[src/rtl/pipe_pkg.sv]
// Shared types and constants for the IF->ID pipeline register stage.
package pipe_pkg;

    typedef enum logic [1:0] {
        EMPTY = 2'd0,
        ONE   = 2'd1,
        TWO   = 2'd2
    } state_t;

    localparam int INSTR_W_DEF = 32;
    localparam int ADDR_W_DEF  = 16;

    // All-zero instruction word decodes as a bubble in ID.
    localparam logic [INSTR_W_DEF-1:0] NOP_INSTR = '0;

endpackage

[src/rtl/pipe_stage_skid.sv]
// IF->ID pipeline stage: either a 2-entry skid buffer with registered ready,
// or a single register whose ready looks through to the downstream.
module pipe_stage_skid
    import pipe_pkg::*;
#(
    parameter int INSTR_W = INSTR_W_DEF,
    parameter int ADDR_W  = ADDR_W_DEF,
    parameter bit SKID_EN = 1'b1
) (
    input  logic               clk,
    input  logic               rst,
    input  logic               flush,
    input  logic               in_valid,
    output logic               in_ready,
    input  logic [ADDR_W-1:0]  in_pc_plus1,
    input  logic [INSTR_W-1:0] in_instr,
    output logic               out_valid,
    input  logic               out_ready,
    output logic [ADDR_W-1:0]  out_pc_plus1,
    output logic [INSTR_W-1:0] out_instr,
    output logic [1:0]         occupancy
);

    // Handshake: a transfer happens on an edge where valid and ready are both
    // high; valid never waits on ready, and held data is stable until taken.
    state_t             state;
    state_t             state_next;
    logic [INSTR_W-1:0] head_instr;
    logic [ADDR_W-1:0]  head_pc;
    logic               in_fire;
    logic               out_fire;

    assign out_valid    = (state != EMPTY);
    assign out_instr    = out_valid ? head_instr : INSTR_W'(NOP_INSTR);
    assign out_pc_plus1 = out_valid ? head_pc : '0;
    assign occupancy    = state;
    assign in_fire      = in_valid & in_ready;
    assign out_fire     = out_valid & out_ready;

    if (SKID_EN) begin : g_skid
        logic [INSTR_W-1:0] skid_instr;
        logic [ADDR_W-1:0]  skid_pc;
        logic [INSTR_W-1:0] head_instr_next;
        logic [ADDR_W-1:0]  head_pc_next;
        logic [INSTR_W-1:0] skid_instr_next;
        logic [ADDR_W-1:0]  skid_pc_next;

        // Ready depends only on held state, breaking the backpressure path.
        assign in_ready = (state != TWO) && !rst;

        always_comb begin
            state_next      = state;
            head_instr_next = head_instr;
            head_pc_next    = head_pc;
            skid_instr_next = skid_instr;
            skid_pc_next    = skid_pc;
            if (flush) begin
                state_next = EMPTY;
            end else begin
                case (state)
                    EMPTY: begin
                        if (in_fire) begin
                            state_next      = ONE;
                            head_instr_next = in_instr;
                            head_pc_next    = in_pc_plus1;
                        end
                    end
                    ONE: begin
                        case ({in_fire, out_fire})
                            2'b10: begin
                                state_next      = TWO;
                                skid_instr_next = in_instr;
                                skid_pc_next    = in_pc_plus1;
                            end
                            2'b01: state_next = EMPTY;
                            2'b11: begin
                                head_instr_next = in_instr;
                                head_pc_next    = in_pc_plus1;
                            end
                            default: state_next = ONE;
                        endcase
                    end
                    TWO: begin
                        // Older entry leaves; the skid entry becomes the head.
                        if (out_fire) begin
                            state_next      = ONE;
                            head_instr_next = skid_instr;
                            head_pc_next    = skid_pc;
                        end
                    end
                    default: state_next = EMPTY;
                endcase
            end
        end

        always_ff @(posedge clk) begin
            if (rst) begin
                state      <= EMPTY;
                head_instr <= '0;
                head_pc    <= '0;
                skid_instr <= '0;
                skid_pc    <= '0;
            end else begin
                state      <= state_next;
                head_instr <= head_instr_next;
                head_pc    <= head_pc_next;
                skid_instr <= skid_instr_next;
                skid_pc    <= skid_pc_next;
            end
        end
    end else begin : g_single
        logic [INSTR_W-1:0] head_instr_next;
        logic [ADDR_W-1:0]  head_pc_next;

        assign in_ready = (!out_valid || out_ready) && !rst;

        always_comb begin
            state_next      = state;
            head_instr_next = head_instr;
            head_pc_next    = head_pc;
            if (flush) begin
                state_next = EMPTY;
            end else if (in_fire) begin
                state_next      = ONE;
                head_instr_next = in_instr;
                head_pc_next    = in_pc_plus1;
            end else if (out_fire) begin
                state_next = EMPTY;
            end
        end

        always_ff @(posedge clk) begin
            if (rst) begin
                state      <= EMPTY;
                head_instr <= '0;
                head_pc    <= '0;
            end else begin
                state      <= state_next;
                head_instr <= head_instr_next;
                head_pc    <= head_pc_next;
            end
        end
    end

endmodule
[config.mk]
export PLATFORM = sky130hd
export DESIGN_NAME = pipe_stage_skid
export DESIGN_NICKNAME = d
export VERILOG_FILES = /design/src/rtl/pipe_pkg.sv /design/src/rtl/pipe_stage_skid.sv
export SDC_FILE = /design/constraint.sdc
export NUM_CORES = 1
export LEC_CHECK = 0
export ABC_AREA = 0
export CAP_MARGIN = 40
export CORE_ASPECT_RATIO = 0.75
export CORE_MARGIN = 1.5
export CORE_UTILIZATION = 50
export CTS_CLUSTER_SIZE = 10
export DETAILED_ROUTE_END_ITERATION = 6
export DONT_BUFFER_PORTS = 1
export PLACE_DENSITY = 0.63
export SYNTH_ARGS = -nofsm -noshare
export SYNTH_HDL_FRONTEND = slang
export SYNTH_SLANG_ARGS = --single-unit
export TNS_END_PERCENT = 30
[constraint.sdc]
create_clock -name clk -period 4.04 [get_ports clk]
set_input_delay 0.808 -clock clk [delete_from_list [all_inputs] [get_ports clk]]
set_output_delay 0.808 -clock clk [all_outputs]
set_load 0.02 [all_outputs]
==> results.json <==
{
  "outcome": "completed",
  "rsz0062_at_grt": "no",
  "diodes": 0,
  "required_ps": 3230,
  "placed_area_mm2": 0.004503,
  "synthXorXnorAreaFrac": 0,
  "critical_path.max_fanout": 50,
  "cts-resized-gates": 0,
  "grt_pass1_wl_um": 15420,
  "relSlewSlack": 0.4205,
  "gp_congestion": 0.7715,
  "grt_usage": 0.2005,
  "cts_hold_buf": 0,
  "gr-total-overflow": 0,
  "synthDistinctLibCells": 26,
  "synth_area_per_cell_um2": 9.142,
  "post_drt_wl_per_cell_um": 15.96,
  "max_freq_ghz": 0.3170,
  "final_common_cell": "dfxtp_1",
  "worstMarginPinSlew_ps": 869.3,
  "die_area_mm2": 0.009712,
  "synth_fa_ha_area_frac": 0.008228,
  "setup_tns_ps": 0,
  "maxCapViolCount": 0,
  "clk_latency_ps": 340,
  "clock_skew_ps": 2.341,
  "powerDensity_mw_per_mm2": 411.1,
  "synthCells": 499,
  "cts_tree": "done",
  "clockBufferDepth": 2,
  "cts_root_buf": "clkbuf_16",
  "ys_ff_latch": 98,
  "hold_path_class": "flip-flop to flip-flop",
  "fp.dieH_um": 85.72,
  "finalCritPeriodShare": 0.7808,
  "period_needed_ps": 3154,
  "htreeDepth": 3,
  "dp_hpwl_um": 5678,
  "cts-buffers-inserted": 9,
  "ir_drop_v": 0.0002651,
  "synth_compound_area_frac": 0.1958,
  "synth_top_family_by_area": "simple AND/OR/NAND/NOR gates",
  "crit_arrival_ps": 2350,
  "leakagePower_nw": 1.914,
  "antenna_found_initial": 0,
  "grt_pass1_vias": 3173,
  "finish.instance_area_mm2": 0.004787,
  "floorplan.initialDensity": 0.5260,
  "synth_mux_area_frac": 0.1053,
  "synth-simple-area-share": 0.2060,
  "io_buffers": 0,
  "ys_warn_count": 0,
  "drcViolationCount": 0,
  "dr_total_vias": 3227,
  "pin_count": 105,
  "drive_gt1_frac": 0.1590,
  "first_pass_iters": 4,
  "hold_ws_ps": 447.4,
  "drtIter0Drc": 181,
  "wl_um": 9350,
  "cts.reportedPaths.clkPinSlew_ps": 60,
  "reg2reg_depth": 8,
  "critPathCaptureType": "output pin",
  "grt_max_degree": 102,
  "syn-cell-area_mm2": 0.004562,
  "setup_viol": 0,
  "start_kind": "flip-flop",
  "via_per_inst": 5.507,
  "std_cell_rows": 29,
  "critical_path_class": "flip-flop to output pin",
  "postCtsSetupRepairBufs": 0,
  "maxSlewViolCount": 0,
  "syn_to_final_growth_pct": 4.937,
  "die_x_um": 113.3,
  "synth_fp_nets": 555,
  "final_cell_mix": "dfxtp_1 (98), nand2_1 (97), a21oi_1 (50)",
  "antenna_left": 0,
  "hold_depth": 2,
  "core_mm2": 0.008672,
  "ys_seq_area_frac": 0.4301,
  "clock_sinks": 98,
  "hold_violations": 0,
  "fin_nets": 529
}
final timing paths:
kind	to	slack (ps)	start
hold reg to reg	g_skid.skid_pc[5]	450	g_skid.skid_pc[5]
setup reg to reg	head_instr[6]	1290	occupancy[0]
hold / removal	g_skid.skid_pc[5]	450	g_skid.skid_pc[5]
setup / recovery	in_ready	890	occupancy[0]
worst max-delay path, stage by stage, from the launching register on:
cell and delay [ps]:
dfxtp_1 660, or2b_2 210, buf_4 680, nor2b_1 440
cells in the mapped netlist, drive strengths merged:
| cell type | n | share of area |
|---|---|---|
| a221oi | 1 | 0.0058 |
| or3b | 1 | 0.0025 |
| nand2b | 1 | 0.0014 |
| clkbuf | 26 | 0.021 |
| nand2 | 97 | 0.080 |
| inv | 1 | 0.00082 |
| or2b | 1 | 0.0016 |
| and3b | 1 | 0.0019 |
| and2 | 48 | 0.066 |
| a211oi | 48 | 0.13 |
| a2111oi | 1 | 0.0019 |
| a21oi | 50 | 0.055 |
| or2 | 1 | 0.0014 |
| nor3 | 1 | 0.0011 |
| nor2 | 50 | 0.042 |
| nand4bb | 1 | 0.0025 |
| buf | 17 | 0.032 |
| ha | 3 | 0.0082 |
| and4bb | 1 | 0.0027 |
| nor2b | 1 | 0.0014 |
| dfxtp | 98 | 0.43 |
| o21a | 1 | 0.0016 |
| mux2i | 48 | 0.11 |
| nor3b | 1 | 0.0016 |
cell type report:
| type | instances | area [um2] |
|---|---|---|
| repair buffers | 6 | 45.04 |
| clock inverters | 2 | 10.01 |
| fillers | 782 | 3885 |
| well taps | 108 | 135.1 |
| multi-input cells | 357 | 2357 |
| flip-flops and latches | 98 | 1962 |
| inverters | 1 | 3.754 |
| clock buffers | 14 | 274.0 |
power breakdown:
| part | leakage (nW) | internal (mW) | total (mW) | switching, mW |
|---|---|---|---|---|
| Combinational | 0.975 | 0.0565 | 0.137 | 0.0803 |
| Clock | 0.143 | 0.466 | 0.812 | 0.346 |
| Sequential | 0.796 | 1.00 | 1.02 | 0.0178 |
through the flow:
step	std cells	total power, mW	setup WS, ps	util
2_1_floorplan	499	1.183	1224	-
3_3_place_gp	570	1.173	1223	0.5193
3_5_place_dp	570	1.179	1221	0.5193
4_1_cts	586	1.993	836.0	0.5520
5_1_grt	586	2.050	703.8	0.5520
6_report	586	1.968	885.6	0.5520
state kept, by name (all words and copies together), names as in the netlist:
signal and flops:
head_instr 32, g_skid.skid_instr 32, g_skid.skid_pc 16, occupancy 2, head_pc 16
cell families (layout without fill, tap and decap cells):
logic type	Yosys count	after routing
simple gates	205	205
mux	48	48
fa+ha+maj	3	3
flops	98	98
compound gates	101	101
buf+inv	44	23
per-layer routing:
| layer | global-route usage | wire, um | up-vias |
|---|---|---|---|
| met5 | 0 | 0 | - |
| met4 | 0.07045 | 139 | 0 |
| met3 | 0.06926 | 619 | 12 |
| met2 | 0.3157 | 4237 | 74 |
| met1 | 0.2583 | 4354 | 1516 |
| li1 | - | - | 1625 |
Note: power is estimated with default switching activity, not from simulation.
